## src/rtl/fb_fill_pkg.sv

```systemverilog
// Shared types and helpers for the rectangle-fill sequencer.
// The clip helper works on 32-bit values so that limit - origin can never wrap.
package fb_fill_pkg;

    typedef enum logic [1:0] {
        IDLE  = 2'd0,
        SETUP = 2'd1,
        EMIT  = 2'd2
    } fill_state_e;

    // Visible extent of a span starting at origin with the given size inside [0, limit).
    function automatic int unsigned clip_extent(input int unsigned origin,
                                                input int unsigned size,
                                                input int unsigned limit);
        int unsigned room;
        if (origin >= limit) begin
            return 0;
        end
        room = limit - origin;
        return (size < room) ? size : room;
    endfunction

endpackage

```

## src/rtl/fb_fill_clip.sv

```systemverilog
// Combinational clip of a fill command against the frame buffer.
// A zero extent on either axis marks the command as empty.
module fb_fill_clip
    import fb_fill_pkg::*;
#(
    parameter int COORD_BITS = 10,
    parameter int FB_WIDTH   = 640,
    parameter int FB_HEIGHT  = 480
) (
    input  logic [COORD_BITS-1:0] x_i,
    input  logic [COORD_BITS-1:0] y_i,
    input  logic [COORD_BITS-1:0] w_i,
    input  logic [COORD_BITS-1:0] h_i,
    output logic [COORD_BITS-1:0] eff_w_o,
    output logic [COORD_BITS-1:0] eff_h_o,
    output logic                  empty_o
);

    assign eff_w_o = COORD_BITS'(clip_extent(32'(x_i), 32'(w_i), FB_WIDTH));
    assign eff_h_o = COORD_BITS'(clip_extent(32'(y_i), 32'(h_i), FB_HEIGHT));
    assign empty_o = (eff_w_o == '0) || (eff_h_o == '0);

endmodule

```

## src/rtl/fb_fill_rect.sv

```systemverilog
// Rectangle-fill sequencer: walks a clipped rectangle row-major and emits one
// addr/color beat per pixel on a valid/ready stream.
module fb_fill_rect #(
    parameter int PIXEL_BITS     = 12,
    parameter int AXI_ADDR_WIDTH = 20,
    parameter int FB_WIDTH       = 640,
    parameter int FB_HEIGHT      = 480,
    parameter int COORD_BITS     = 10
) (
    input  logic                      clk,
    input  logic                      reset,
    input  logic                      cmd_valid,
    output logic                      cmd_ready,
    input  logic [COORD_BITS-1:0]     cmd_x,
    input  logic [COORD_BITS-1:0]     cmd_y,
    input  logic [COORD_BITS-1:0]     cmd_w,
    input  logic [COORD_BITS-1:0]     cmd_h,
    input  logic [PIXEL_BITS-1:0]     cmd_color,
    output logic                      axi_tvalid,
    input  logic                      axi_tready,
    output logic [AXI_ADDR_WIDTH-1:0] addr,
    output logic [PIXEL_BITS-1:0]     color,
    output logic                      busy,
    output logic                      done
);
    import fb_fill_pkg::*;

    localparam logic [AXI_ADDR_WIDTH-1:0] ROW_STRIDE = AXI_ADDR_WIDTH'(FB_WIDTH);

    fill_state_e               state_q;
    logic                      cmd_ready_q, busy_q, done_q, tvalid_q;
    logic [AXI_ADDR_WIDTH-1:0] addr_q, row_base_q;
    logic [PIXEL_BITS-1:0]     color_q;
    logic [COORD_BITS-1:0]     x_q, y_q, w_m1_q, h_m1_q, col_cnt_q, row_cnt_q;
    logic                      empty_q;

    logic [COORD_BITS-1:0]     eff_w, eff_h;
    logic                      empty;
    logic [AXI_ADDR_WIDTH-1:0] row_base_d, next_row_d;

    fb_fill_clip #(
        .COORD_BITS (COORD_BITS),
        .FB_WIDTH   (FB_WIDTH),
        .FB_HEIGHT  (FB_HEIGHT)
    ) u_clip (
        .x_i     (cmd_x),
        .y_i     (cmd_y),
        .w_i     (cmd_w),
        .h_i     (cmd_h),
        .eff_w_o (eff_w),
        .eff_h_o (eff_h),
        .empty_o (empty)
    );

    // The only multiply: constant stride, evaluated once per command in SETUP.
    assign row_base_d = AXI_ADDR_WIDTH'(y_q) * ROW_STRIDE + AXI_ADDR_WIDTH'(x_q);
    assign next_row_d = row_base_q + ROW_STRIDE;

    always_ff @(posedge clk) begin
        if (reset) begin
            state_q     <= IDLE;
            cmd_ready_q <= 1'b1;
            busy_q      <= 1'b0;
            done_q      <= 1'b0;
            tvalid_q    <= 1'b0;
            addr_q      <= '0;
            color_q     <= '0;
        end else begin
            done_q <= 1'b0;
            case (state_q)
                IDLE: begin
                    if (cmd_valid) begin
                        x_q         <= cmd_x;
                        y_q         <= cmd_y;
                        w_m1_q      <= eff_w - COORD_BITS'(1);
                        h_m1_q      <= eff_h - COORD_BITS'(1);
                        empty_q     <= empty;
                        color_q     <= cmd_color;
                        cmd_ready_q <= 1'b0;
                        busy_q      <= 1'b1;
                        state_q     <= SETUP;
                    end
                end
                SETUP: begin
                    row_base_q <= row_base_d;
                    addr_q     <= row_base_d;
                    col_cnt_q  <= w_m1_q;
                    row_cnt_q  <= h_m1_q;
                    if (empty_q) begin
                        done_q      <= 1'b1;
                        busy_q      <= 1'b0;
                        cmd_ready_q <= 1'b1;
                        state_q     <= IDLE;
                    end else begin
                        tvalid_q <= 1'b1;
                        state_q  <= EMIT;
                    end
                end
                EMIT: begin
                    if (axi_tready) begin
                        if (col_cnt_q != '0) begin
                            addr_q    <= addr_q + AXI_ADDR_WIDTH'(1);
                            col_cnt_q <= col_cnt_q - COORD_BITS'(1);
                        end else if (row_cnt_q != '0) begin
                            row_base_q <= next_row_d;
                            addr_q     <= next_row_d;
                            col_cnt_q  <= w_m1_q;
                            row_cnt_q  <= row_cnt_q - COORD_BITS'(1);
                        end else begin
                            tvalid_q    <= 1'b0;
                            done_q      <= 1'b1;
                            busy_q      <= 1'b0;
                            cmd_ready_q <= 1'b1;
                            state_q     <= IDLE;
                        end
                    end
                end
                default: begin
                    tvalid_q    <= 1'b0;
                    busy_q      <= 1'b0;
                    cmd_ready_q <= 1'b1;
                    state_q     <= IDLE;
                end
            endcase
        end
    end

    assign cmd_ready  = cmd_ready_q;
    assign busy       = busy_q;
    assign done       = done_q;
    assign axi_tvalid = tvalid_q;
    assign addr       = addr_q;
    assign color      = color_q;

endmodule

```

## config.mk

```make
export PLATFORM = sky130hd
export DESIGN_NAME = fb_fill_rect
export DESIGN_NICKNAME = d
export VERILOG_FILES = /design/src/rtl/fb_fill_pkg.sv /design/src/rtl/fb_fill_clip.sv /design/src/rtl/fb_fill_rect.sv
export SDC_FILE = /design/constraint.sdc
export NUM_CORES = 1
export LEC_CHECK = 0
export CORE_MARGIN = 3
export CORE_UTILIZATION = 50
export DETAILED_ROUTE_END_ITERATION = 10
export DONT_BUFFER_PORTS = 1
export PLACE_DENSITY = 0.72
export SLEW_MARGIN = 20
export SYNTH_ARGS = -nofsm -noshare
export SYNTH_HDL_FRONTEND = slang
export SYNTH_SLANG_ARGS = --single-unit
export TNS_END_PERCENT = 10
```

## constraint.sdc

```tcl
create_clock -name clk -period 5.55 [get_ports clk]
set_clock_uncertainty 0.1 [all_clocks]
set_input_delay 0.555 -clock clk [delete_from_list [all_inputs] [get_ports clk]]
set_output_delay 0.555 -clock clk [all_outputs]
set_load 0.02 [all_outputs]
```

# After elaboration in Yosys (flattened, before gate mapping)
# Index checks and enable logic that the tools add are counted.
[op_classes]
eq_ne = 10
reduce_logical = 15
bitwise_logic = 2
multipliers = 1
add_sub_neg = 9
n_shift = 0
n_lt_le_gt_ge = 4
div_mod_pow = 0
muxes = 46
[ops]
columns = ["op", "n"]
rows = [
  ["2-to-1 mux 10 bit", 10],
  ["2-to-1 mux 20 bit", 5],
  ["one-hot mux 20 bit (2 select lines)", 2],
  ["< comparator 10 x 32 -> 1 bit", 2],
  ["one-hot mux 10 bit (2 select lines)", 2],
  ["subtractor 10 x 1 -> 10 bit, second input constant", 4],
  ["adder 20 x 1 -> 20 bit, second input constant", 1],
  ["adder 20 x 10 -> 20 bit", 1],
  ["adder 20 x 10 -> 20 bit, second input constant", 1],
  ["zero test 10 bit", 2],
  ["nonzero test 10 bit", 2],
  ["2-to-1 mux 1 bit", 17],
  ["AND reduction 5 bit", 3],
  ["!= test 2 bit, second input constant", 7],
  ["multiplier 10 x 3 -> 13 bit, second input constant", 1],
  ["subtractor 10 x 10 -> 11 bit, first input constant", 1],
  ["subtractor 9 x 10 -> 11 bit, first input constant", 1],
  ["greater-or-equal comparator 10 bit, second input constant", 1],
  ["greater-or-equal comparator 10 x 9 -> 1 bit, second input constant", 1],
  ["2-to-1 mux 2 bit", 5],
  ["one-hot mux 1 bit (3 select lines)", 3],
  ["AND reduction 4 bit", 2],
  ["one-hot mux 2 bit (3 select lines)", 1],
  ["AND reduction 3 bit", 2],
  ["other kinds (9)", 10],
]
[totals]
ramBits = 0
output_inout_bits = 36
in_bits = 56
word_cells = 102
latch_bits = 0
ff_bits = 119
romBits = 0
mem_count = 0

# Depth between registers and ports, before layout
# Gate-level depths: netlist of the first run.
[logic_depth]
depth_word = 6
ltp_mapped = 18
mapped_depth_nobuf = 16

# Modules after synthesis
# Synthesis of the first run repeated with hierarchy kept, for this count alone.
[unflattened]
cells_unflattened = 825
hier_area_um2 = 7673.6
[by_module_without_submodules]
columns = ["mod", "cells_per_inst", "instances", "area_per_inst_um2"]
rows = [
  ["fb_fill_rect", 656, 1, 6444.9],
  ["fb_fill_clip", 169, 1, 1228.7],
]

# Worst setup path before layout of the first run
# Ideal clock, no wire load.
[synth_timing]
path_kind = "input to register"
startpoint = "input cmd_y[3]"
endpoint = "register h_m1_q[6] (data pin)"
path_stages = 17
n_path_buf = 2
required_ps = 5181
setup_time_ps = 269
slack_ps = 1306
t_arrival_ps = 3875
path_cell_list = "or3_1 nor3_2 xor2_1 inv_1 ha_1 a21oi_1 o21ai_0 a2111oi_0 a21boi_2 buf_6 buf_12 mux2_2 nand2_1 ha_1 inv_1 o311ai_1 o31ai_1"
[synth_via]
elab_chain_cells = 5
[synth_lines]
columns = ["item", "line", "text"]
rows = [
  ["start: declaration", "fb_fill_rect.sv:15", "input logic [COORD_BITS-1:0] cmd_y,"],
  ["subtractor 9 x 10 -> 11 bit", "fb_fill_pkg.sv:19", "room = limit - origin;"],
  ["< comparator 10 x 32 -> 1 bit", "fb_fill_pkg.sv:20", "return (size < room) ? size : room;"],
  ["2-to-1 mux 10 bit", "fb_fill_pkg.sv:20", ""],
  ["2-to-1 mux 10 bit (*)", "fb_fill_pkg.sv:19", ""],
  ["subtractor 10 x 1 -> 10 bit (*)", "fb_fill_rect.sv:76", "h_m1_q <= eff_h - COORD_BITS'(1);"],
  ["end signal: assignment", "fb_fill_rect.sv:76", ""],
  ["end: declaration", "fb_fill_rect.sv:34", "logic [COORD_BITS-1:0] x_q, y_q, w_m1_q, h_m1_q, col_cnt_q, row_cnt_q;"],
]
# Mark *: on every way between the ends. The rest lies on a longest branch, timed or not.
# A chain may end at the register's enable or synchronous reset.

# Worst setup path in the final report of the first run
# Same ends and word-level chain as after synthesis.

==> impl_metrics.py, run 1 <==
metrics = {
    "place": {
        "port_buffers": 0,
        "dpl.hpwl_um": 12400,
        "dpl.cell_count": 1026,
        "place_congestion": 0.905,
    },
    "clocking": {
        "cts_buffers": 17,
        "hold_buffers": 0,
        "root_buffer": "clkbuf_16",
        "insertion_delay_ps": 420,
        "htreeDepth": 4,
        "post_cts_buffers": 0,
        "cts_tree": "built",
        "path_clk_slew_ps": 60,
        "clk_path_buf_depth": 2,
        "cts_sinks": 119,
        "cts_resized": 0,
    },
    "setup_path": {
        "r2r_slack_ps": 2130,
        "startpoint_type": "primary input",
        "end_kind": "flip-flop",
        "path_max_fanout": 21,
        "crit_required_ps": 5610,
        "crit_type": "in2reg",
        "worstPathArrival_ps": 4490,
    },
    "global_routing": {
        "grt_pass1_wl_um": 28200,
        "grt_start_max_net_pins": 42,
        "grtUsageTotal_pct": 19.8,
        "antenna_found_initial": 0,
        "grt.overflow.total": 0,
        "grt_pass1_vias": 5675,
    },
    "route": {
        "drc": 0,
        "via_count": 5975,
        "final_antenna_net_count": 0,
        "drt_wl_total_um": 16900,
        "wire_per_inst_um": 16.0,
        "drtIter0Drc": 437,
        "dr.pass1.iters": 7,
        "via_per_inst": 5.64,
    },
    "finish": {
        "drive_gt1_share_pct": 8.37,
        "n_antenna_cell": 0,
        "area_delta_synth_final_pct": 10.3,
        "final_common_cell": "nor2_1",
        "final_cell_mix": "94 x nor2_1, 87 x nand2_1, 81 x edfxtp_1",
        "multiInputGateArea_um2": 4390,
        "nets": 941,
        "fillers": 1321,
        "ff_latch_area_um2": 3190,
        "stdcell_count": 1059,
    },
    "synth": {
        "yosys.area_share.simple_pct": 20.5,
        "synth-seq-area-share_pct": 40.7,
        "synthCells": 836,
        "synth_fa_ha_area_share_pct": 8.17,
        "synth_fp_nets": 942,
        "async_flop_share_pct": 0,
        "synth-main-ff-cell": "edfxtp_1",
        "synth-compound-area-share_pct": 14.4,
        "synth_top_area_share_pct": 31.0,
        "netlist_area_um2": 7840,
        "synth_top_family_by_area": "simple AND/OR/NAND/NOR gates",
        "synth_edf_count": 81,
        "synth_area_leader_cell": "edfxtp_1",
        "synthMuxAreaShare_pct": 4.36,
        "synth_xor_area_share_pct": 8.25,
        "synth_seq_cells": 119,
        "synth_cell_types": 71,
        "yosys-top-cells-area": "edfxtp_1 31%, dfxtp_1 9.7%, ha_1 7.7%, xnor2_1 4.9%, nor2_1 4.6%",
        "yosys_warnings": 0,
        "syn_avg_cell_area_um2": 9.37,
    },
    "sta": {
        "hold_viol_final": 0,
        "period_share_pct": 79.8,
        "worstMarginPinSlew_ps": 1010,
        "slew_headroom_pct": 32.5,
        "period_needed_ps": 4430,
        "fmax_mhz": 226,
        "rsz0062_at_grt": "false",
        "fin_tns_setup_ps": 0,
        "maxSlewViolCount": 0,
        "setup_violations": 0,
    },
    "power": {
        "vdd_ir_drop_max_v": 0.000255,
        "p_per_area_nw_per_um2": 326,
        "power_uw": 2820,
        "leakage_uw": 0.00321,
    },
    "floorplan": {
        "dieWidth_um": 131,
        "ios": 92,
        "fp.dieH_um": 131,
        "start_util_pct": 51.4,
        "die-area_um2": 17200,
        "core_um2": 15300,
        "rows": 45,
    },
    "run": {
        "maxCapViolCount": 0,
    },
    "min_path": {
        "hold_class": "in2reg",
    },
    "status": {
        "status": "finished clean",
    },
}
[state kept, by name, summed over array words and instances, names as in the netlist, 2 cells and up]
| signal | cells |
|---|---|
| x_q | 10 |
| color | 12 |
| row_base_q | 20 |
| y_q | 10 |
| col_cnt_q | 10 |
| h_m1_q | 10 |
| addr | 20 |
| state_q | 2 |
| row_cnt_q | 10 |
| w_m1_q | 10 |
[Yosys cell counts, drive strengths merged, types with 4 or more instances]
| cell | instances |
|---|---|
| dfxtp | 38 |
| and3 | 6 |
| nor2b | 14 |
| buf | 8 |
| o21a | 7 |
| xnor2 | 45 |
| o21ai | 37 |
| or2 | 5 |
| nand2b | 11 |
| xor2 | 28 |
| inv | 39 |
| nand3 | 19 |
| and4 | 4 |
| nor3b | 9 |
| a21o | 8 |
| nand2 | 87 |
| ha | 48 |
| clkbuf | 19 |
| a31oi | 4 |
| or3 | 7 |
| o31ai | 4 |
| edfxtp | 81 |
| mux2 | 9 |
| nand4 | 12 |
| nor2 | 95 |
| a21oi | 53 |
| mux2i | 24 |
| nor3 | 36 |
| nor4 | 8 |
| a311oi | 4 |
| and2 | 5 |
| o211ai | 9 |
| a211oi | 18 |
[where the power goes]
| group | internal, uW | total [uW] | switching (uW) | leakage [uW] |
|---|---|---|---|---|
| Clock | 678 | 1070 | 394 | 0.000296 |
| Sequential | 1060 | 1190 | 128 | 0.00106 |
| Combinational | 234 | 560 | 326 | 0.00186 |
[metrics by stage]
stage | utilization, % | hold slack (ps) | worst slack (ps) | instance area, um2
2_1_floorplan | - | 383 | 1310 | 7840
3_3_place_gp | 52.6 | 403 | 690 | 8030
3_5_place_dp | 52.6 | 408 | 603 | 8030
4_1_cts | 56.5 | 82.5 | 1030 | 8620
5_1_grt | 56.7 | 81.6 | 894 | 8650
6_report | 56.7 | 100 | 1120 | 8650
[critical path, stage by stage]
cell,delay (ps)
or3_1,370
nor3_2,290
xor2_1,340
inv_1,90
ha_1,300
a21oi_1,140
o21ai_0,100
a2111oi_0,780
a21boi_4,350
mux2_2,360
nand2_1,80
ha_1,220
inv_1,130
o311ai_1,290
o31ai_1,100
[logic make-up after synthesis]
kind of cell	Yosys count
adders and majority gates	50
DFF	119
xor gates and xnor gates	73
muxes	33
AOI/OAI and AO/OA	169
and+or+nand+nor	326
buffers and inverters	66
[final cells by class]
| type | count | area share, % |
|---|---|---|
| multi-input combinational | 651 | 50.7 |
| sequential | 119 | 36.9 |
| clock buffer | 24 | 6.21 |
| tap | 211 | 3.05 |
| inverter | 39 | 1.69 |
| timing repair buffer | 7 | 0.752 |
| clock inverter | 8 | 0.622 |
[layer usage]
metal  vias up  global-route usage, %  part of all wire, %
met3        20                   6.20                  6.3
met5         -                      0                    0
li1       3043                      -                    -
met1      2750                   27.1                   47
met4         0                   5.43                  1.3
met2       162                   30.7                   46
[path summary, 6_finish.rpt]
kind	start	end	depth (start not counted)
setup / recovery	cmd_y[3]	h_m1_q[6]$_DFFE_PP_	15
hold / removal	reset	addr[15]$_SDFFE_PP0P_	1
setup reg to reg	y_q[1]$_DFFE_PP_	addr[19]$_SDFFE_PP0P_	12
hold reg to reg	w_m1_q[2]$_DFFE_PP_	col_cnt_q[2]$_DFFE_PP_	2
Note: power is estimated with default switching activity, not from simulation.
==> run 2, diff against run 1 <==
==> constraint.sdc (replaced) <==
create_clock -name clk -period 4.43 [get_ports clk]
set_clock_uncertainty 0.1 [all_clocks]
set_input_delay 0.443 -clock clk [delete_from_list [all_inputs] [get_ports clk]]
set_output_delay 0.443 -clock clk [all_outputs]
set_load 0.02 [all_outputs]
==> run 2 against run 1 <==
Compared with the run above:
- total power grew 29%
- hold slack worse by 77 ps
- critical path depth unchanged
- first-iteration DRC count decreased by 1.4%
- combinational power is 28% higher
- utilization up 0.69 points
- die area unchanged
- routed wire length grew 1.5%
- flip-flop and latch count unchanged
- clock power rose by 34%
==> impl_metrics.py, run 2 (synthesized netlist as in run 1, its figures left out) <==
metrics = {
    "global_routing": {
        "grt_pass1_wl_um": 29100,
        "antenna_found_initial": 0,
        "grt.overflow.total": 0,
        "grt_pass1_vias": 5820,
        "grt_start_max_net_pins": 42,
        "grtUsageTotal_pct": 20.4,
    },
    "setup_path": {
        "crit_path_cell_trace": "or3_1 > nor3_2 > xor2_1 > inv_1 > ha_1 > a21oi_1 > o21ai_0 > a2111oi_0 > a21boi_2 > mux2_2 > nand2_1 > ha_1 > inv_1 > o311ai_1 > o31ai_1",
        "reg2reg_to": "addr[19]$_SDFFE_PP0P_",
        "cp_slowest_cell": "a2111oi_0",
        "crit_type": "in2reg",
        "critPathLaunch": "cmd_y[3]",
        "r2r_slack_ps": 950,
        "endpoint": "h_m1_q[6]$_DFFE_PP_",
        "worstPathArrival_ps": 3860,
        "startpoint_type": "primary input",
        "reg2reg_from": "y_q[1]$_DFFE_PP_",
        "crit_required_ps": 4480,
        "end_kind": "flip-flop",
        "max_stage_delay_ps": 540,
        "reg2reg_depth": 12,
        "path_max_fanout": 6,
    },
    "finish": {
        "final_cell_mix": "94 x nor2_1, 87 x nand2_1, 81 x edfxtp_1",
        "nets": 948,
        "drive_gt1_share_pct": 8.90,
        "fillers": 1351,
        "final_common_cell": "nor2_1",
        "fin_util_pct": 57.4,
        "area_delta_synth_final_pct": 11.7,
        "n_antenna_cell": 0,
    },
    "route": {
        "drc": 0,
        "via_count": 5994,
        "final_antenna_net_count": 0,
        "drt_wl_total_um": 17200,
        "dr.pass1.iters": 8,
        "wire_per_inst_um": 16.1,
        "via_per_inst": 5.63,
        "drtIter0Drc": 431,
    },
    "min_path": {
        "hold_class": "in2reg",
    },
    "clocking": {
        "cts_buffers": 17,
        "path_clk_slew_ps": 50,
        "clk_path_buf_depth": 2,
        "insertion_delay_ps": 410,
        "cts_sinks": 119,
        "htreeDepth": 4,
        "root_buffer": "clkbuf_16",
        "post_cts_buffers": 0,
        "cts_tree": "built",
    },
    "floorplan": {
        "start_util_pct": 51.4,
        "dieWidth_um": 131,
        "ios": 92,
        "rows": 45,
        "fp.dieH_um": 131,
        "die-area_um2": 17200,
        "core_um2": 15300,
    },
    "run": {
        "maxCapViolCount": 0,
    },
    "sta": {
        "fmax_mhz": 262,
        "maxSlewViolCount": 0,
        "slew_headroom_pct": 35.5,
        "hold_viol_final": 0,
        "worstMarginPinSlew_ps": 967,
        "period_share_pct": 86.0,
        "period_needed_ps": 3810,
        "setup_violations": 0,
        "rsz0062_at_grt": "false",
        "fin_tns_setup_ps": 0,
    },
    "power": {
        "p_int_uw": 2590,
        "leakage_uw": 0.00327,
        "p_switching_uw": 1050,
        "clockPowerShare_pct": 39.3,
        "p_sw_share_pct": 28.8,
        "power_frac_seq_pct": 41.0,
        "vdd_ir_drop_max_v": 0.000301,
        "comb_power_share_pct": 19.7,
        "p_per_area_nw_per_um2": 415,
        "power_uw": 3630,
    },
    "place": {
        "place_congestion": 0.882,
        "port_buffers": 0,
        "dpl.hpwl_um": 12700,
    },
    "status": {
        "status": "finished clean",
    },
}
## run 2: power by group through the flow
stage                     clock network [uW]  registers, uW  logic, uW
after global placement                     0           1510        688
after floorplan                            0           1480        576
after detailed placement                   0           1510        702
after CTS                               1440           1490        718
after global routing                    1490           1510        818
final                                   1430           1490        717
## run 2: critical path, delay by kind of cell
kind / cells / cell delay, ps
compound gates: 6 / 1390
buf+inv: 2 / 220
mux: 1 / 310
simple gates: 3 / 630
fa+ha+maj: 2 / 520
xor+xnor: 1 / 340
## run 2: layout make-up
class / instances / area (um2) / share of cell area, %
Tap cell: 211 / 264 / 3.02
Inverter: 39 / 146 / 1.67
Clock buffer: 28 / 624 / 7.13
Sequential cell: 119 / 3190 / 36.5
Clock inverter: 3 / 15.0 / 0.172
Multi-Input combinational cell: 651 / 4380 / 50.0
Timing Repair Buffer: 14 / 133 / 1.52
## run 2: through the flow
| step | worst slack (ps) | area (um2) | instances | hold slack [ps] |
|---|---|---|---|---|
| floorplan | 298 | 7840 | 836 | 383 |
| detailed placement | 135 | 8060 | 1031 | 408 |
| global placement | 334 | 8060 | 1031 | 402 |
| CTS | 569 | 8730 | 1064 | 10.3 |
| finish | 620 | 8750 | 1065 | 23.4 |
| global route | 204 | 8750 | 1065 | 4.24 |
## run 2: how the worst min path moves through the flow
stage / endpoint / from / depth (start not counted)
2_1_floorplan: state_q[0]$_SDFFE_PP0P_ / state_q[0]$_SDFFE_PP0P_ / 2
4_1_cts: y_q[7]$_DFFE_PP_ / cmd_y[7] / 0
3_3_place_gp: col_cnt_q[3]$_DFFE_PP_ / w_m1_q[3]$_DFFE_PP_ / 1
3_5_place_dp: col_cnt_q[7]$_DFFE_PP_ / w_m1_q[7]$_DFFE_PP_ / 2
5_1_grt: x_q[4]$_DFFE_PP_ / cmd_x[4] / 0
6_report: x_q[4]$_DFFE_PP_ / cmd_x[4] / 0
## run 2: per-layer routing
layer	global-route usage, %	vias up	routed length (um)
li1	-	3038	-
met1	26.9	2812	7980
met2	33.3	127	8080
met3	6.05	17	913
met4	4.73	0	204
met5	0	-	0
## run 2: what timing repair did
| action | CTS | global route |
|---|---|---|
| resized for setup | 0 | 0 |
| endpoints found under the hold margin | 34 | 0 |
| hold buffers | 2 | 0 |
==> run 3, diff against run 2 <==
--- a/config.mk
+++ b/config.mk
@@ -6,10 +6,10 @@
 export NUM_CORES = 1
 export LEC_CHECK = 0
 export CORE_MARGIN = 3
-export CORE_UTILIZATION = 50
+export CORE_UTILIZATION = 47
 export DETAILED_ROUTE_END_ITERATION = 10
 export DONT_BUFFER_PORTS = 1
-export PLACE_DENSITY = 0.72
+export PLACE_DENSITY = 0.69
 export SLEW_MARGIN = 20
 export SYNTH_ARGS = -nofsm -noshare
 export SYNTH_HDL_FRONTEND = slang
==> run 3 against run 2 <==
Compared with the run above:
- worst setup slack improved by 37 ps
- maximum frequency increased by 0.99%
- total power decreased by 5.1%
- register-to-register slack gained 20 ps
- critical path depth is the same
- non-clock buffer count increased by 2
- design area is 0.74% lower
- via count is 1.1% higher
- global-route usage shrank 0.30 points
- clock power down 14%
- combinational power up 1%
- cell count up 0.75%
- critical endpoint unchanged
==> impl_metrics.py, run 3 (synthesized netlist as in run 1, its figures left out) <==
metrics = {
    "status": {
        "status": "finished clean",
    },
    "sta": {
        "setup_violations": 0,
        "worstMarginPinSlew_ps": 958,
        "hold_viol_final": 0,
        "slew_headroom_pct": 36.1,
        "hold-worst-slack_ps": 23.2,
        "period_share_pct": 85.2,
        "maxSlewViolCount": 0,
        "fin_tns_setup_ps": 0,
        "setup_slack_ps": 657,
        "rsz0062_at_grt": "false",
        "period_needed_ps": 3770,
        "fmax_mhz": 265,
    },
    "clocking": {
        "path_clk_slew_ps": 50,
        "insertion_delay_ps": 420,
        "root_buffer": "clkbuf_16",
        "cts_buffers": 17,
        "cts_tree": "built",
        "cts_resized": 0,
        "clk_path_buf_depth": 2,
        "post_cts_buffers": 0,
        "hold_buffers": 1,
        "cts_sinks": 119,
        "htreeDepth": 4,
    },
    "power": {
        "p_per_area_nw_per_um2": 397,
        "power_uw": 3450,
        "vdd_ir_drop_max_v": 0.000273,
        "leakage_uw": 0.00323,
    },
    "floorplan": {
        "dieWidth_um": 135,
        "die-area_um2": 18300,
        "fp.dieH_um": 135,
        "core_um2": 16100,
        "ios": 92,
        "rows": 46,
        "start_util_pct": 48.6,
    },
    "setup_path": {
        "path_max_fanout": 6,
        "cp_slowest_cell": "a2111oi_0",
        "max_stage_delay_ps": 500,
        "crit_path_cell_trace": "or3_1 > nor3_2 > xor2_1 > inv_1 > ha_1 > a21oi_1 > o21ai_0 > a2111oi_0 > a21boi_2 > mux2_2 > nand2_1 > ha_1 > inv_1 > o311ai_1 > o31ai_1",
        "worstPathArrival_ps": 3830,
        "critPathBufInv": 2,
        "startpoint_type": "primary input",
        "crit_type": "in2reg",
        "critPathTopFamily": "compound AO/OA/AOI/OAI gates",
        "crit_required_ps": 4480,
        "end_kind": "flip-flop",
    },
    "finish": {
        "area_delta_synth_final_pct": 10.9,
        "final_common_cell": "nor2_1",
        "stdcell_count": 1073,
        "n_antenna_cell": 0,
        "drive_gt1_share_pct": 8.75,
        "final_cell_mix": "94 x nor2_1, 87 x nand2_1, 81 x edfxtp_1",
        "nets": 950,
        "fillers": 1467,
    },
    "route": {
        "drtIter0Drc": 376,
        "wire_per_inst_um": 16.5,
        "via_count": 6061,
        "via_per_inst": 5.65,
        "final_antenna_net_count": 0,
        "drc": 0,
        "drt_wl_total_um": 17800,
        "dr.pass1.iters": 5,
    },
    "global_routing": {
        "grt_start_max_net_pins": 56,
        "grt.overflow.total": 0,
        "grtUsageTotal_pct": 20.1,
        "antenna_found_initial": 0,
        "grt_pass1_wl_um": 29500,
        "grt_pass1_vias": 5905,
    },
    "min_path": {
        "hold_class": "in2reg",
    },
    "place": {
        "dpl.cell_count": 1035,
        "port_buffers": 0,
        "pre_cts_slack_ps": 230,
        "place_congestion": 0.848,
        "dpl.hpwl_um": 12800,
    },
    "run": {
        "maxCapViolCount": 0,
    },
}
==> run 3: worst reg2reg max path, stage by stage, from the launching register on <==
cell      delay (ps)
edfxtp_1         440
ha_1             320
ha_1             200
inv_1             80
fa_1             420
nor2b_1          180
o22ai_1          140
xnor2_2          230
nand4_2          160
or3b_4           450
nor4b_2          280
o31ai_1          140
a211oi_1         240
==> run 3: path summary, 6_finish.rpt <==
check | start | to | slack (ps) | cells after the start
min reg2reg | w_m1_q[4]$_DFFE_PP_ | col_cnt_q[4]$_DFFE_PP_ | 420 | 2
min | cmd_x[3] | x_q[3]$_DFFE_PP_ | 20 | 0
max | cmd_y[3] | h_m1_q[6]$_DFFE_PP_ | 660 | 15
max reg2reg | y_q[1]$_DFFE_PP_ | addr[19]$_SDFFE_PP0P_ | 970 | 12
==> run 3: per-layer routing <==
metal | global-route usage, % | vias to the layer above | wire, um
li1 | - | 3051 | -
met1 | 27.0 | 2821 | 8220
met2 | 31.8 | 168 | 8100
met3 | 5.92 | 21 | 1210
met4 | 5.54 | 0 | 215
met5 | 0 | - | 0
==> run 3: layout make-up <==
| class | count | area (um2) | area share (%) |
|---|---|---|---|
| clock buffer | 23 | 479 | 5.52 |
| sequential | 119 | 3190 | 36.8 |
| clock inverter | 9 | 52.6 | 0.605 |
| multi-input combinational | 651 | 4390 | 50.5 |
| timing repair buffer | 16 | 155 | 1.79 |
| inverter | 39 | 146 | 1.69 |
| tap | 216 | 270 | 3.11 |
==> run 3: per-stage QoR <==
step | cell area [um2] | utilization, %
after CTS | 8620 | 53.5
after global routing | 8690 | 53.9
final | 8690 | 53.9
after global placement | 8070 | 50.1
after detailed placement | 8070 | 50.1
after floorplan | 7840 | -
==> run 3: power breakdown <==
part	internal, uW	switching, uW
clock	755	475
combinational	302	423
sequential	1330	163
total	2390	1060
==> RTL edit 1: new RTL, config.mk and constraints of run 2 <==
`COORD_BITS` is set to 10 in 2 places; all go to 14.
--- a/src/rtl/fb_fill_clip.sv
+++ b/src/rtl/fb_fill_clip.sv
@@ -4,5 +4,5 @@
     import fb_fill_pkg::*;
 #(
-    parameter int COORD_BITS = 10,
+    parameter int COORD_BITS = 14,
     parameter int FB_WIDTH   = 640,
     parameter int FB_HEIGHT  = 480
--- a/src/rtl/fb_fill_rect.sv
+++ b/src/rtl/fb_fill_rect.sv
@@ -6,5 +6,5 @@
     parameter int FB_WIDTH       = 640,
     parameter int FB_HEIGHT      = 480,
-    parameter int COORD_BITS     = 10
+    parameter int COORD_BITS     = 14
 ) (
     input  logic                      clk,
Ports: changed (resized cmd_h, cmd_w, cmd_x and cmd_y); port bits go from 92 to 108. No check against the original RTL was run, so the function may have changed too.
==> RTL edit 1 against run 2 <==
Sequential power grew 13%. Global-route usage grew 0.58 points. Design area grew 20%. Sequential cell count grew 23. Critical endpoint is now h_m1_q[13]. Wire length grew 26%. Combinational power shrank 4.5%. Core utilization grew 0.24 points. Total power grew 2.6%. Critical path depth grew 2. Synthesized area grew 20%. Worst setup slack lost 0.15 ns. Highest routed layer unchanged.
==> RTL edit 1: results (changes against run 2) <==
status completed; xor/xnor share of the synthesized area 9.21% (+0.95 points); Worst Path Max Fanout 10 (+4); Hold-fix buffers, CTS 18 (+16); DRT iter0 DRCs 571 (+32%); M1 WL 10.6 mm (+33%); R2R cell count 15 (+3); Leak 3.87 nW (+18%); relative slew slack 27.2% (-8.3 points); top cells by area, synth edfxtp_1 33%, ha_1 8.5%, dfxtp_1 8.1%, xnor2_1 5.4%, nand2_1 5.3%; final weighted congestion in routability-driven placement 0.945 (+7.1%); Worst Path Arrival 4.11 ns (+0.25 ns); final worst slack 0.474 ns (-0.146 ns); R2R setup slack 0.51 ns (-0.44 ns); min-delay src cmd_x[6]; crit path to h_m1_q[13]; Netlist cell types 75 (+5.6%); Syn Nets 1164 (+24%); hold slack 0.0183 ns (-0.00511 ns); Synth Area in Adders 8.93% (+0.76 points); reg2reg end row_base_q[19]; largest net degree at the start of global routing 41 (-2.4%); post-place setup slack 0.0902 ns (-0.0453 ns); uppermost layer routed met4; critical path's largest stage delay 0.43 ns (-0.11 ns); Seq/Total Area, Yosys 41.2% (+0.50 points); DR WL met3 1.63 mm (+79%); slowest CP cell or3_1; mux cell area share after synthesis 1.86% (-2.5 points); CP startpoint cmd_y[0]; Compound-Gate Fraction of Synth Area 16.1% (+1.7 points); fraction of layout cells with a size suffix above 1 6.80% (-2.1 points); Worst Hold End x_q[6]; GRT Overall Usage 21.0% (+0.58 points); vias in the first global route 6908 (+19%); synth cell count leaders 134 x nand2_1, 104 x edfxtp_1, 103 x nor2_1; DR vias/cell 5.78 (+2.7%); global-route wire length before repair 34.7 mm (+19%); # resized after CTS 0 (unchanged); Fillers 1576 (+17%); DPL Wire Length 16.5 mm (+30%)
RTL edit 1: cell count changes after synthesis, moves of 11 or more:
cell      before  now
xor2_1        28   41
o211ai_1       9   22
a21oi_1       53   64
edfxtp_1      81  104
ha_1          48   64
o21ai_0       33   68
xnor2_1       44   58
mux2i_1       24   13
nand2_1       87  134
RTL edit 1: final cells by class:
| class | count | area (um2) | area share [%] |
|---|---|---|---|
| Clock buffer | 19 | 433 | 4.13 |
| Sequential cell | 142 | 3880 | 37.0 |
| Tap cell | 229 | 287 | 2.73 |
| Inverter | 39 | 146 | 1.40 |
| Timing Repair Buffer | 37 | 335 | 3.20 |
| Multi-Input combinational cell | 810 | 5280 | 50.4 |
| Clock inverter | 12 | 121 | 1.16 |
RTL edit 1: logic make-up (layout without fill, tap and decap cells):
kind of cell,count (synthesis),count (layout)
muxes,17,17
DFF,142,142
buffers and inverters,74,107
xor gates and xnor gates,99,99
adders and majority gates,66,66
and+or+nand+nor,391,391
AOI/OAI and AO/OA,237,237
RTL edit 1: per-stage QoR:
stage | cells | instance area, um2 | util (%)
after floorplan | 1026 | 9420 | -
after global routing | 1288 | 10500 | 57.6
after CTS | 1283 | 10400 | 57.3
after global placement | 1234 | 9700 | 53.3
final | 1288 | 10500 | 57.6
after detailed placement | 1234 | 9700 | 53.3
RTL edit 1: where the power goes:
group / internal [mW] / switching, mW
Clock: 0.818 / 0.536
Sequential: 1.55 / 0.140
Combinational: 0.293 / 0.392
Total: 2.66 / 1.07
RTL edit 1: per-layer routing:
layer	vias up	global-route usage, %
met3	21	5.89
li1	3779	-
met1	3417	30.8
met5	-	0
met2	227	30.3
met4	0	6.10
==> RTL edit 2: new RTL, flow settings as in run 2 <==
Without the edit above. Re-encode `fill_state_e` (3 states) as one-hot, 3 bits wide.
--- a/src/rtl/fb_fill_pkg.sv
+++ b/src/rtl/fb_fill_pkg.sv
@@ -3,8 +3,8 @@
 package fb_fill_pkg;
 
-    typedef enum logic [1:0] {
-        IDLE  = 2'd0,
-        SETUP = 2'd1,
-        EMIT  = 2'd2
+    typedef enum logic [2:0] {
+        IDLE  = 3'b001,
+        SETUP = 3'b010,
+        EMIT  = 3'b100
     } fill_state_e;
 
Function: same outputs for any inputs over 4 cycles, from zero or initial values and one cycle with reset high; so few cycles prove little.
==> RTL edit 2 against run 2 <==
Total power decreased by 9.4%. Die area increased by 1.6%. Design area increased by 2.3%. Clock power decreased by 10%. Sequential cell count increased by 1. Combinational power decreased by 11%. Wire length increased by 8.7%. Synthesized area increased by 1.6%. Via count increased by 7.3%. Worst setup slack improved by 0.087 ns. Synthesized cell count increased by 3.8%.
==> RTL edit 2: results (changes against run 2) <==
Data buffer area share 3.46% (+1.9 points); Layout Nets 987 (+4.1%); fraction of layout cells with a size suffix above 1 6.92% (-2.0 points); DR WL met2 8.26 mm (+2.2%); Seq/Total Area, Yosys 40.3% (-0.40 points); CP startpoint cmd_x[0]; DRT Wirelength 18.7 mm (+8.7%); M1 WL 8.77 mm (+9.9%); status completed; clock network area share 6.09% (-1.2 points); final weighted congestion in routability-driven placement 0.922 (+4.5%); non-clock buffer count 31 (+17); DR WL met3 1.43 mm (+57%); GRT Overall Usage 21.6% (+1.1 points); global-route wire length before repair 30.9 mm (+6.0%); DP Area 8160 um2 (+1.2%); Fillers 1358 (+0.52%); Netlist cell types 82 (+15%); multi-input gate share of total cell area 50.0% (about the same); Seq area share 35.9% (-0.61 points); critical path's largest stage delay 0.49 ns (-0.05 ns); Leak 3.25 nW (-0.69%); mux cell area share after synthesis 1.41% (-2.9 points); Hold-fix buffers, CTS 18 (+16); relative slew slack 34.6% (-0.91 points); xor/xnor share of the synthesized area 8.36% (+0.10 points); Syn Nets 972 (+3.2%); GR Util met2 33.2% (-0.17 points); Final Cell Area 8960 um2 (+2.3%); Compound-Gate Fraction of Synth Area 18.1% (+3.7 points); met3 Use GR 7.06% (+1.0 points); worst vdd ir 0.304 mV (+0.77%); vias in the first global route 6137 (+5.4%); area of the core 15400 um2 (+0.74%); clock buffers 18 (-36%); worst-skew pair later-pin latency 0.43 ns (+0.02 ns); met1 usage 29.2% (+2.3 points); top cells by area, synth edfxtp_1 31%, dfxtp_1 9.8%, ha_1 7.2%, xnor2_1 5.1%, nand2_1 4.8%; routed vias 6430 (+7.3%); Clock Pin Slew Worst Setup and Hold Paths around 0.06 ns; DRT iter0 DRCs 480 (+11%); largest net degree at the start of global routing 42 (unchanged); synth cell count leaders 102 x nand2_1, 91 x nor2_1, 81 x edfxtp_1; Top delay family on crit path simple AND/OR/NAND/NOR gates; DPL Wire Length 13.6 mm (+7.0%); Flop+latch power 1.37 mW (-8%); drt first pass iters 5 (-3); initial antenna violation count 0 (unchanged); slowest CP cell or3_4; Psw 0.999 mW (-4.7%); multi-input logic cell count 674 (+3.5%); placed cell count 1052 (+2.0%); Synth Area in Adders 7.73% (-0.45 points); WL/cell 16.9 um (+4.6%); post-place setup slack 0.296 ns (+0.161 ns); min-delay src cmd_color[10]; combinational power share 19.4% (-0.3 points)
[RTL edit 2: cell count changes after synthesis, sizes merged, moves of 9 or more]
cell / change
clkbuf: +11
o21ai: +15
a21oi: -14
mux2: -9
nand2: +15
mux2i: -14
[RTL edit 2: final timing paths]
path | endpoint | cells past startpoint | slack, ns
setup / recovery | w_m1_q[6] | 15 | 0.71
hold / removal | color[10] | 2 | 0.05
setup reg to reg | addr[18] | 11 | 1.05
hold reg to reg | row_cnt_q[1] | 2 | 0.42
[RTL edit 2: logic make-up after synthesis]
family	after synthesis
DFF	120
and+or+nand+nor	333
adders and majority gates	48
xor gates and xnor gates	76
muxes	10
buffers and inverters	74
AOI/OAI and AO/OA	207
[RTL edit 2: worst register-to-register path, delay by kind of cell, from the launching register on]
family | cells | cell delay [ns]
XOR/XNOR | 1 | 0.24
adder cells (fa/ha/maj) | 3 | 0.92
AND/OR/NAND/NOR | 3 | 0.75
flip-flops | 1 | 0.43
buffers and inverters | 1 | 0.07
AO/OA/AOI/OAI | 3 | 0.78
